==> config.mk <==
export PLATFORM = sky130hd
export DESIGN_NAME = matmul_sequencer_flat
export DESIGN_NICKNAME = d
export VERILOG_FILES = /design/src/rtl/matmul_sequencer_pkg.sv /design/src/rtl/matmul_sequencer_if.sv /design/src/rtl/matmul_sequencer_idx_counter.sv /design/src/rtl/matmul_sequencer.sv /design/src/flat_wrapper.sv
export SDC_FILE = /design/constraint.sdc
export NUM_CORES = 1
export LEC_CHECK = 0
export CAP_MARGIN = 10
export CORE_MARGIN = 2
export CORE_UTILIZATION = 55
export CTS_BUF_LIST = sky130_fd_sc_hd__clkbuf_8
export DETAILED_ROUTE_END_ITERATION = 16
export DONT_BUFFER_PORTS = 1
export PLACE_DENSITY = 0.7
export SETUP_SLACK_MARGIN = 0.02
export SYNTH_ARGS = -nofsm -noshare
export SYNTH_HDL_FRONTEND = slang
export SYNTH_SLANG_ARGS = --single-unit
==> constraint.sdc <==
create_clock -name clk -period 1.9 [get_ports clk]
set_clock_uncertainty 0.05 [all_clocks]
set_input_delay 0.095 -clock clk [delete_from_list [all_inputs] [get_ports clk]]
set_output_delay 0.095 -clock clk [all_outputs]
set_load 0.05 [all_outputs]
==> src/rtl/matmul_sequencer_pkg.sv <==
// Shared types for the 3x3 matmul sequencer: state codes,
// index widths and the {row,col} select packing used by the decoders.
package matmul_sequencer_pkg;

  localparam int IDX_W = 2;
  localparam int SEL_W = 2 * IDX_W;

  localparam logic [2:0] ST_IDLE  = 3'd0;
  localparam logic [2:0] ST_MAC   = 3'd1;
  localparam logic [2:0] ST_WAIT  = 3'd2;
  localparam logic [2:0] ST_WRITE = 3'd3;
  localparam logic [2:0] ST_DONE  = 3'd4;

  typedef enum logic [2:0] {
    IDLE  = ST_IDLE,
    MAC   = ST_MAC,
    WAIT  = ST_WAIT,
    WRITE = ST_WRITE,
    DONE  = ST_DONE
  } state_t;

  typedef logic [IDX_W-1:0] idx_t;
  typedef logic [SEL_W-1:0] sel_t;

  function automatic sel_t sel_pack(
    input idx_t row,
    input idx_t col
  );
    return {row, col};
  endfunction

endpackage

==> src/rtl/matmul_sequencer_if.sv <==
// Host control plus operand/MAC/result strobes of the sequencer.
// master is the sequencer side, slave the host/datapath side.
interface matmul_sequencer_if;
  import matmul_sequencer_pkg::*;

  logic start;
  logic abort;
  logic hold;
  logic busy;
  logic done;
  sel_t a_sel;
  sel_t b_sel;
  logic rd_en;
  logic mac_en;
  logic mac_first;
  sel_t c_sel;
  logic c_wr;

  modport master (
    input  start, abort, hold,
    output busy, done, a_sel, b_sel,
    output rd_en, mac_en, mac_first,
    output c_sel, c_wr
  );

  modport slave (
    output start, abort, hold,
    input  busy, done, a_sel, b_sel,
    input  rd_en, mac_en, mac_first,
    input  c_sel, c_wr
  );

endinterface

==> src/rtl/matmul_sequencer_idx_counter.sv <==
// Nested k / j,i index counter; each field wraps at DIM-1.
// step_ij walks j first and carries into i.
module mm_idx_counter
  import matmul_sequencer_pkg::*;
#(
  parameter int DIM = 3
) (
  input  logic clk,
  input  logic rst_n,
  input  logic step_k,
  input  logic step_ij,
  input  logic clr,
  output idx_t i,
  output idx_t j,
  output idx_t k,
  output logic k_last,
  output logic ij_last
);

  localparam idx_t LAST = IDX_W'(DIM - 1);

  logic j_last;
  logic i_last;

  assign k_last  = (k == LAST);
  assign j_last  = (j == LAST);
  assign i_last  = (i == LAST);
  assign ij_last = i_last && j_last;

  always_ff @(posedge clk or negedge rst_n) begin
    if (!rst_n) begin
      i <= '0;
      j <= '0;
      k <= '0;
    end else if (clr) begin
      i <= '0;
      j <= '0;
      k <= '0;
    end else begin
      if (step_k)
        k <= k_last ? '0 : k + 1'b1;
      if (step_ij) begin
        if (j_last) begin
          j <= '0;
          i <= i_last ? '0 : i + 1'b1;
        end else begin
          j <= j + 1'b1;
        end
      end
    end
  end

endmodule

==> src/rtl/matmul_sequencer.sv <==
// Matmul control sequencer: walks C[i][j], issues DIM MAC steps,
// waits MAC_LAT cycles, then writes the result element.
module matmul_sequencer
  import matmul_sequencer_pkg::*;
#(
  parameter int DIM     = 3,
  parameter int MAC_LAT = 1
) (
  input  logic clk,
  input  logic rst_n,
  matmul_sequencer_if.master bus
);

  localparam bit   HAS_WAIT = (MAC_LAT > 0);
  localparam idx_t W_LAST   =
    IDX_W'(HAS_WAIT ? MAC_LAT - 1 : 0);

  state_t state;
  state_t state_n;
  idx_t   i, j, k, w;
  logic   k_last, ij_last;
  logic   step_k, step_ij, clr;
  logic   w_clr, w_inc;
  logic   run;
  logic   rd_en, mac_en, mac_first;
  logic   c_wr, done;

  mm_idx_counter #(.DIM(DIM)) u_idx (
    .clk     (clk),
    .rst_n   (rst_n),
    .step_k  (step_k),
    .step_ij (step_ij),
    .clr     (clr),
    .i       (i),
    .j       (j),
    .k       (k),
    .k_last  (k_last),
    .ij_last (ij_last)
  );

  always_ff @(posedge clk or negedge rst_n) begin
    if (!rst_n) begin
      state <= IDLE;
      w     <= '0;
    end else begin
      state <= state_n;
      if (w_clr)
        w <= '0;
      else if (w_inc)
        w <= w + 1'b1;
    end
  end

  always_comb begin
    state_n = state;
    step_k  = 1'b0;
    step_ij = 1'b0;
    clr     = 1'b0;
    w_clr   = 1'b0;
    w_inc   = 1'b0;
    if (bus.abort && state != IDLE) begin
      state_n = IDLE;
      clr     = 1'b1;
      w_clr   = 1'b1;
    end else begin
      unique case (state)
        IDLE: begin
          if (bus.start && !bus.abort)
            state_n = MAC;
        end
        MAC: begin
          if (!bus.hold) begin
            step_k = 1'b1;
            if (k_last) begin
              w_clr   = 1'b1;
              state_n = HAS_WAIT ? WAIT : WRITE;
            end
          end
        end
        WAIT: begin
          if (!bus.hold) begin
            if (w == W_LAST) begin
              w_clr   = 1'b1;
              state_n = WRITE;
            end else begin
              w_inc = 1'b1;
            end
          end
        end
        WRITE: begin
          if (!bus.hold) begin
            if (ij_last) begin
              state_n = DONE;
            end else begin
              step_ij = 1'b1;
              state_n = MAC;
            end
          end
        end
        DONE: begin
          state_n = IDLE;
          clr     = 1'b1;
        end
        default: state_n = IDLE;
      endcase
    end
  end

  // hold/abort gate the strobes combinationally; selects stay registered
  assign run = !bus.hold && !bus.abort;

  always_comb begin
    rd_en     = 1'b0;
    mac_en    = 1'b0;
    mac_first = 1'b0;
    c_wr      = 1'b0;
    done      = 1'b0;
    unique case (1'b1)
      (state == MAC): begin
        rd_en     = run;
        mac_en    = run;
        mac_first = run && (k == '0);
      end
      (state == WRITE): c_wr = run;
      (state == DONE):  done = !bus.abort;
      default: ;
    endcase
  end

  assign bus.busy      = (state != IDLE);
  assign bus.done      = done;
  assign bus.rd_en     = rd_en;
  assign bus.mac_en    = mac_en;
  assign bus.mac_first = mac_first;
  assign bus.c_wr      = c_wr;
  assign bus.a_sel     = sel_pack(i, k);
  assign bus.b_sel     = sel_pack(k, j);
  assign bus.c_sel     = sel_pack(i, j);

endmodule

==> src/flat_wrapper.sv <==
// flat-port wrapper written by rule: the top's interface ports become plain ports
module matmul_sequencer_flat import matmul_sequencer_pkg::*;
#(
  parameter int DIM     = 3,
  parameter int MAC_LAT = 1
)
  (clk, rst_n, bus_start, bus_abort, bus_hold, bus_busy, bus_done, bus_a_sel, bus_b_sel, bus_rd_en, bus_mac_en, bus_mac_first, bus_c_sel, bus_c_wr);
  matmul_sequencer_if bus_i ();
  input  logic clk;
  input  logic rst_n;
  input wire logic [$bits(bus_i.start)-1:0] bus_start;
  input wire logic [$bits(bus_i.abort)-1:0] bus_abort;
  input wire logic [$bits(bus_i.hold)-1:0] bus_hold;
  output wire logic [$bits(bus_i.busy)-1:0] bus_busy;
  output wire logic [$bits(bus_i.done)-1:0] bus_done;
  output wire logic [$bits(bus_i.a_sel)-1:0] bus_a_sel;
  output wire logic [$bits(bus_i.b_sel)-1:0] bus_b_sel;
  output wire logic [$bits(bus_i.rd_en)-1:0] bus_rd_en;
  output wire logic [$bits(bus_i.mac_en)-1:0] bus_mac_en;
  output wire logic [$bits(bus_i.mac_first)-1:0] bus_mac_first;
  output wire logic [$bits(bus_i.c_sel)-1:0] bus_c_sel;
  output wire logic [$bits(bus_i.c_wr)-1:0] bus_c_wr;
  assign bus_i.start = bus_start;
  assign bus_i.abort = bus_abort;
  assign bus_i.hold = bus_hold;
  assign bus_busy = bus_i.busy;
  assign bus_done = bus_i.done;
  assign bus_a_sel = bus_i.a_sel;
  assign bus_b_sel = bus_i.b_sel;
  assign bus_rd_en = bus_i.rd_en;
  assign bus_mac_en = bus_i.mac_en;
  assign bus_mac_first = bus_i.mac_first;
  assign bus_c_sel = bus_i.c_sel;
  assign bus_c_wr = bus_i.c_wr;
  matmul_sequencer #(.DIM(DIM), .MAC_LAT(MAC_LAT)) u_core (.clk(clk), .rst_n(rst_n), .bus(bus_i));
endmodule
# Word-level counts from Yosys, hierarchy flattened
# Cells that the tools add are included.
dict set report totals {
  regBits 11
  input_bits 5
}
dict set report classes {
  mux 44
  add_sub_neg 4
  eq_ne 13
  n_reduce_logical 17
}
# operator count
set ops {}
lappend ops {{two-way mux 2 bit} 12}
lappend ops {{two-way mux 3 bit} 8}
lappend ops {{two-way mux 1 bit} 22}
lappend ops {{inequality test 3 x 2 -> 1 bit, second input constant} 4}
lappend ops {{one-hot mux 3 bit (4 select lines)} 1}
lappend ops {{adder 2 x 1 -> 2 bit, second input constant} 4}
lappend ops {{nonzero test 2 bit} 4}
lappend ops {{== test 2 bit, second input constant} 3}
lappend ops {{== test 3 x 2 -> 1 bit, second input constant} 2}
lappend ops {{inequality test 3 x 1 -> 1 bit, second input constant} 2}
lappend ops {{AND reduction 6 bit} 1}
lappend ops {{logical AND 1 bit} 5}
lappend ops {{logical NOT 2 bit} 2}
lappend ops {{== test 3 x 1 -> 1 bit, second input constant} 1}
lappend ops {{== test 3 bit, second input constant} 1}
lappend ops {{logical NOT 3 bit} 1}
lappend ops {{nonzero test 3 bit} 1}
lappend ops {{logical NOT 1 bit} 2}
lappend ops {{one-hot mux 1 bit (2 select lines)} 1}
lappend ops {{AND reduction 2 bit} 1}

# Logic depth before layout (Yosys ltp)
# Gate-level depths: netlist of the first run.
dict set report logic_depth {
  depth_word 8
  ltp_mapped 5
}

# Cells and area by module
# From an unflattened synthesis of the first run, not the netlist that was laid out.
dict set report unflattened {
  cells_unflattened 84
  hier_area_um2 773.2
}
# module instances cells_per_inst seq_area_each_um2 area_each_um2
set modules_own_cells {}
lappend modules_own_cells {matmul_sequencer 1 57 125.1 466.7}
lappend modules_own_cells {mm_idx_counter 1 27 150.1 306.5}

# Least setup slack after synthesis of the first run
# No wires, ideal clock.
dict set report synth_path {
  path_type {reg2out}
  startpoint {reg u_core.state[1]}
  endpoint {out bus_done}
  path_stages_with_launch 3
  slack_ns -0.513
  arrival_time_ns 2.268
  cell_sequence {dfrtp_1 > clkbuf_1 > nor4b_1}
}
dict set report synth_via {
  elab_chain_cells 2
}
# item line_no
set synth_lines {}
lappend synth_lines {{start, declared} matmul_sequencer.sv:18} ;# state_t state;
lappend synth_lines {{start signal, assigned} matmul_sequencer.sv:46} ;# state <= state_n;
lappend synth_lines {{== test 3 bit} matmul_sequencer.sv:125} ;# (state == DONE): done = !bus.abort;
lappend synth_lines {{two-way mux 1 bit} matmul_sequencer.sv:118} ;# unique case (1'b1)
lappend synth_lines {{end, declared} flat_wrapper.sv:15} ;# output wire logic [$bits(bus_i.done)-1:0] bus_done;
# Every way passes these cells.

# Worst setup path in the final report of the first run
dict set report layout_path {
  startpoint {reg u_core.state[2]}
  endpoint {out bus_mac_first}
}
dict set report layout_via {
  elab_chain_cells 2
}
# item line_no
set layout_lines {}
lappend layout_lines {{== test 3 x 1 -> 1 bit} matmul_sequencer.sv:119} ;# (state == MAC): begin
lappend layout_lines {{two-way mux 1 bit} matmul_sequencer.sv:118}
lappend layout_lines {{end, declared} flat_wrapper.sv:20} ;# output wire logic [$bits(bus_i.mac_first)-1:0] bus_mac_first;
# Every way passes these cells.

==> results of run 1 <==
kinds of logic (layout without fill, tap and decap cells):
| kind of cell | count (synthesis) | count (layout) | synth area share (%) |
|---|---|---|---|
| compound gates | 18 | 18 | 14.29 |
| buf+inv | 13 | 22 | 10.98 |
| simple gates | 32 | 32 | 30.31 |
| mux | 3 | 3 | 4.355 |
| flops | 11 | 11 | 38.33 |
| fa+ha+maj | 1 | 1 | 1.742 |
flip-flops by register name, summed over array words and instances, names as in the netlist:
name / count
u_core.u_idx.j: 2
u_core.state: 3
u_core.u_idx.k: 2
u_core.u_idx.i: 2
u_core.w: 2
layout by cell type, fill, tap and decap left out, types with 2 or more instances in the layout:
cell type / n
a21oi_1: 8
buf_12: 2
buf_4: 12
clkbuf_8: 3
dfrtp_1: 11
inv_1: 3
mux2i_1: 2
nand2_1: 3
nand2b_1: 3
nand4bb_1: 2
nor2_1: 5
nor3_1: 2
nor3b_1: 2
o21ai_0: 5
or3_1: 2
power by group through the flow:
stage               logic (W)  registers, W  clock network (W)
floorplan            0.000313      0.000349                  0
global placement     0.000430      0.000297                  0
detailed placement   0.000435      0.000297                  0
CTS                  0.000451      0.000294           0.000229
global route         0.000475      0.000301           0.000244
finish               0.000449      0.000295           0.000223
worst paths after layout:
| kind | startpoint | end | cells past startpoint |
|---|---|---|---|
| hold reg to reg | u_core.u_idx.i[1] | u_core.u_idx.i[1] | 2 |
| setup reg to reg | u_core.state[2] | u_core.u_idx.k[1] | 4 |
| max in group asynchronous | rst_n | u_core.w[0] | 1 |
| min in group asynchronous | rst_n | u_core.u_idx.i[1] | 1 |
| hold / removal | bus_abort | u_core.state[2] | 3 |
| setup / recovery | u_core.state[2] | bus_mac_first | 4 |
area by class of cell:
class	instances	area share, %
clock buffers	3	4.762
flip-flops and latches	11	31.75
inverters	3	1.299
well taps	15	2.165
multi-input cells	54	43.43
clock inverters	1	0.4329
repair buffers	15	16.16
timing repair:
action | in CTS | in global routing
endpoints found under the setup margin | 1 | 1
hold buffers | 1 | 0
cloned | 0 | 0
pin swaps | 1 | 0
buffers inserted | 1 | 0
hold endpoints to repair | 11 | 0
gates resized for setup | 2 | 0
cell usage after synthesis, drive strengths merged, types with 2 or more instances:
library cell   n
dfrtp         11
a21oi          8
buf            8
nor2           6
o21ai          5
inv            3
nand2          3
nand2b         3
or3            3
or4b           3
clkbuf         2
mux2i          2
nand4bb        2
nor3           2
nor3b          2
nor4b          2
or4            2
worst min-delay path, cell delays in order:
cell     delay [ns]
nor2_1         0.05
nand2_1        0.07
nor3_1         0.04
per-layer routing:
metal | global-route usage [%] | vias up | routed length [µm]
li1 | - | 294 | -
met2 | 36.29 | 15 | 742
met5 | 0 | - | 0
met1 | 25.35 | 291 | 607
met4 | 17.24 | 0 | 26
met3 | 6.111 | 6 | 82
stage by stage:
stage / hold WS, ns / setup slack [ns] / total power (W) / instance area, µm²
floorplan: -0.2506 / 0.01765 / 0.0006622 / 726.9
global placement: -0.2504 / 0.1728 / 0.0007270 / 800.8
detailed placement: -0.2504 / 0.1410 / 0.0007314 / 800.8
CTS: 0.002136 / 0.01880 / 0.0009745 / 867.1
global route: 0.01459 / -0.01196 / 0.001020 / 867.1
finish: 0.006777 / 0.02360 / 0.0009673 / 867.1
==> results by group, run 1 <==
Cells and area
  – Diode count: 0
  – Share of cells above drive strength 1: 29.89%
  – Final non-filler cell total: 102
  – Final #Nets: 94
  – Finished Core Util: 69.23%
  – Footprint of the multi-input gates: 376.6 µm²
  – Layout area overhead: 20.73%
  – Filler cells: 89
  – Register Area: 275.3 µm²

Worst setup path
  – Signal arrival time at the worst endpoint: 1.73 ns
  – Crit end category: primary output
  – Worst Path Buf+Inv: 2
  – Crit path kind: reg -> out
  – Max incr delay on CP: 0.48 ns
  – Highest-delay cell along the critical path: or4b_4
  – WP data required: 1.75 ns
  – Crit-path max FO: 2
  – R2R setup slack: 0.12 ns
  – CP Launch Type: flip-flop
  – Family with the most delay on the worst path: simple AND/OR/NAND/NOR gates
  – Crit-path cells: or4b_4 -> or4_4 -> inv_2 -> buf_12

Logic synthesis
  – Sequential share of the synthesized area: 38.33%
  – Number of synthesized flops with an enable pin: 0
  – Syn Inst Count: 78
  – Netlist Area Pre-Place: 718.2 µm²
  – Area contributors post-synth: dfrtp_1, buf_4, a21oi_1, o21ai_0, nand4bb_1
  – Synthesized net count: 84
  – Synth async-reset ratio: 100.0%
  – Synth warn: 0
  – Dominant cell type by area after synthesis: dfrtp_1
  – Synth cell types: 31
  – FF+latch count, synth: 11
  – Synth Flop Type: dfrtp_1
  – Synth Area per Inst: 9.208 µm²
  – Share of the synthesized area in the top cell type: 38.33%

Global route
  – Largest net degree at the start of global routing: 12
  – Overall routing resource usage: 22.65%
  – First-pass GRT wire length: 2290 µm
  – Initial antenna violation count: 0
  – GRT overflow: 0
  – Vias in the first global route: 538

Place
  – Port Buffers: 0
  – Cell Count Post-Placement: 96
  – Final GP Congestion: 0.7328
  – Dpl hpwl: 1119 µm

STA
  – Max Transition Viols Final: 0
  – TNS Setup: 0 ns
  – Fin. Hold Viols: 0
  – Tmin final: 1.876 ns
  – Slew headroom: 64.69%
  – Slew @ Worst Pin: 0.5222 ns
  – Final setup violation count: 0
  – Fin crit share: 98.76%
  – Max Clk Rate: 532.9 MHz
  – RSZ-0062 raised after global routing: true

Floorplan
  – Die area: 1611 µm²
  – Chip width: 40.14 µm
  – Starting Density: 57.34%
  – Core footprint: 1252 µm²
  – Boundary Pins: 23
  – Placement row count: 13
  – Chip height: 40.14 µm

Run status
  – Status: finished clean

Pwr
  – Peak supply drop: 0.6850 mV
  – P_sw: 0.0004264 W
  – Comb pwr share: 46.4%
  – LEAKAGE: 0.3719 nW
  – Internal: 0.0005409 W
  – Switching portion of total power: 44.08%
  – Clock share of power: 23.1%
  – Flop pwr share: 30.5%
  – Pwr Density: 1116 nW/µm²

Clock network
  – CTS Buf Count: 3
  – Skew-Pair Late Insertion Delay: 0.23 ns
  – CTS tree: yes
  – CTS Sinks: 11
  – H-tree levels: 1
  – Worst-path clk slew: 0.05 ns
  – Root Driver: clkbuf_8
  – CTS Buffer Depth: 2

Min path
  – Worst Hold Class: in -> reg

Drt
  – DR vias/cell: 5.941
  – Iteration-0 DRC Markers: 14
  – Final WL: 1459 µm
  – Detail Route Antenna Nets: 0
  – DR DRC count: 0
  – First-pass DRT Iterations: 3
  – Wirelength per Cell: 14.30 µm
  – Vias: 606

Run
  – Max cap viols: 0
Note: power is estimated with default switching activity, not from simulation.
==> inputs of run 2 (changes only) <==
--- a/config.mk
+++ b/config.mk
@@ -12,6 +12,7 @@
 export DETAILED_ROUTE_END_ITERATION = 16
 export DONT_BUFFER_PORTS = 1
 export PLACE_DENSITY = 0.7
+export REMOVE_ABC_BUFFERS = 1
 export SETUP_SLACK_MARGIN = 0.02
 export SYNTH_ARGS = -nofsm -noshare
 export SYNTH_HDL_FRONTEND = slang
==> run 2 against run 1 <==
  * Clock-buffer cell count is the same
  * First-iteration DRC count shrank 71%
  * Combinational power grew 2%
  * Register-to-register slack is essentially flat
  * Global-route usage shrank 0.97 points
  * Flip-flop and latch count is the same
  * Die area is the same
  * Sequential share of layout area shrank 0.23 points
  * Critical path depth is the same
  * Critical path type unchanged
  * Largest cell class unchanged
  * Highest routed layer unchanged
==> results by group, run 2 (synthesized netlist as in run 1, its figures left out) <==
Clock network
  – CTS Buffer Depth: 2
  – CTS Buf Count: 3
  – Root Driver: clkbuf_8
  – Worst-path clk slew: 0.05 ns
  – H-tree levels: 1
  – CTS Sinks: 11
  – CTS tree: yes
  – Skew-Pair Late Insertion Delay: 0.23 ns

Worst setup path
  – Signal arrival time at the worst endpoint: 1.75 ns
  – WP data required: 1.75 ns
  – Crit-path cells: or4b_4 -> or4_4 -> inv_4 -> buf_12
  – Max incr delay on CP: 0.49 ns
  – Worst Path Buf+Inv: 2
  – Crit path kind: reg -> out
  – Crit-path max FO: 2
  – CP Launch Type: flip-flop
  – Crit end category: primary output
  – Family with the most delay on the worst path: simple AND/OR/NAND/NOR gates
  – Highest-delay cell along the critical path: or4b_4

Cells and area
  – Share of cells above drive strength 1: 31.03%
  – Most common cell after layout, fill and taps aside: buf_4
  – Layout area overhead: 21.60%
  – Diode count: 0
  – Filler cells: 100
  – Final non-filler cell total: 102
  – Final #Nets: 94
  – Most frequent cells in the layout: buf_4, dfrtp_1, a21oi_1
  – Max reg flops: 3
  – Largest register by flop count: u_core.state

STA
  – Tmin final: 1.894 ns
  – Final setup violation count: 0
  – Fin. Hold Viols: 0
  – Max Clk Rate: 528.1 MHz
  – Slew headroom: 59.12%
  – Max Transition Viols Final: 0
  – Hold_ws: 0.005191 ns
  – Worst setup margin: 0.006426 ns
  – Fin crit share: 99.66%
  – RSZ-0062 raised after global routing: true
  – Slew @ Worst Pin: 0.6046 ns

Global route
  – Vias in the first global route: 516
  – Initial antenna violation count: 0
  – First-pass GRT wire length: 2249 µm
  – Largest net degree at the start of global routing: 12
  – Overall routing resource usage: 21.68%
  – GRT overflow: 0

Floorplan
  – Chip height: 40.14 µm
  – Starting Density: 57.34%
  – Placement row count: 13
  – Core footprint: 1252 µm²
  – Chip width: 40.14 µm
  – Boundary Pins: 23
  – Die area: 1611 µm²

Pwr
  – LEAKAGE: 0.3715 nW
  – P_sw: 0.0004315 W
  – Flop pwr share: 30.5%
  – Pwr Density: 1116 nW/µm²
  – Internal: 0.0005432 W
  – Switching portion of total power: 44.27%
  – Peak supply drop: 0.8738 mV
  – Clock share of power: 22.6%
  – Comb pwr share: 46.9%

Drt
  – DR vias/cell: 5.794
  – Detail Route Antenna Nets: 0
  – Final WL: 1479 µm
  – First-pass DRT Iterations: 2
  – Iteration-0 DRC Markers: 4
  – Vias: 591
  – Wirelength per Cell: 14.50 µm
  – DR DRC count: 0

Place
  – Port Buffers: 0
  – Final GP Congestion: 0.7063
  – Dpl hpwl: 1074 µm
  – Cell Count Post-Placement: 96
  – Pre-CTS setup slack: 0.1565 ns

Run
  – Max cap viols: 0

Min path
  – Worst Hold Class: in -> reg

Run status
  – Status: finished clean
run 2: cell types whose count changed in the layout (fill, tap and decap cells not counted):
cell     change
a21oi_2      +1
inv_2        -1
a21oi_1      -1
inv_4        +1
run 2: routing by layer:
layer | GRT usage (%) | share of wire, % | vias up
met3 | 5.000 | 4.9 | 2
li1 | - | - | 296
met1 | 28.97 | 47 | 278
met2 | 31.05 | 47 | 15
met5 | 0 | 0 | -
met4 | 13.79 | 0.81 | 0
run 2: repair_timing:
action | CTS | global route
hold endpoints to repair | 11 | 0
setup buffers | 1 | 0
hold buffers | 1 | 0
endpoints found under the setup margin | 1 | 2
pin swaps | 1 | 0
gates resized for setup | 2 | 2
run 2: area by class of cell:
type / count / area, µm² / area share, %
well taps: 15 / 18.77 / 2.149
clock buffers: 3 / 41.29 / 4.728
repair buffers: 15 / 140.1 / 16.05
clock inverters: 1 / 3.754 / 0.4298
multi-input cells: 54 / 380.4 / 43.55
inverters: 3 / 13.76 / 1.576
flip-flops and latches: 11 / 275.3 / 31.52
run 2: power by group through the flow:
stage	registers [W]	clock network [W]	logic, W
after global routing	0.000303	0.000242	0.000481
final	0.000297	0.000221	0.000457
after CTS	0.000297	0.000228	0.000452
after detailed placement	0.000299	0	0.000435
after global placement	0.000296	0	0.000433
after floorplan	0.000427	0	0.000186
run 2: final timing paths:
check / startpoint / end / slack [ns] / cells after the start
setup / recovery: u_core.state[2] / bus_mac_first / 0.006 / 4
hold / removal: bus_abort / u_core.w[1] / 0.005 / 2
setup reg to reg: u_core.state[2] / u_core.u_idx.k[1] / 0.11 / 4
hold reg to reg: u_core.w[1] / u_core.w[1] / 0.52 / 2
max in group asynchronous: rst_n / u_core.w[1] / 1.22 / 1
min in group asynchronous: rst_n / u_core.u_idx.k[1] / 0.23 / 1
run 2: per-stage QoR:
step	total power (W)	TNS [ns]	instance area [µm²]	util, %
after detailed placement	0.0007344	0	800.8	63.94
after floorplan	0.0006127	-1.398	650.6	-
final	0.0009747	0	873.3	69.73
after CTS	0.0009771	0	867.1	69.23
after global routing	0.001026	-0.01887	873.3	69.73
after global placement	0.0007287	0	800.8	63.94
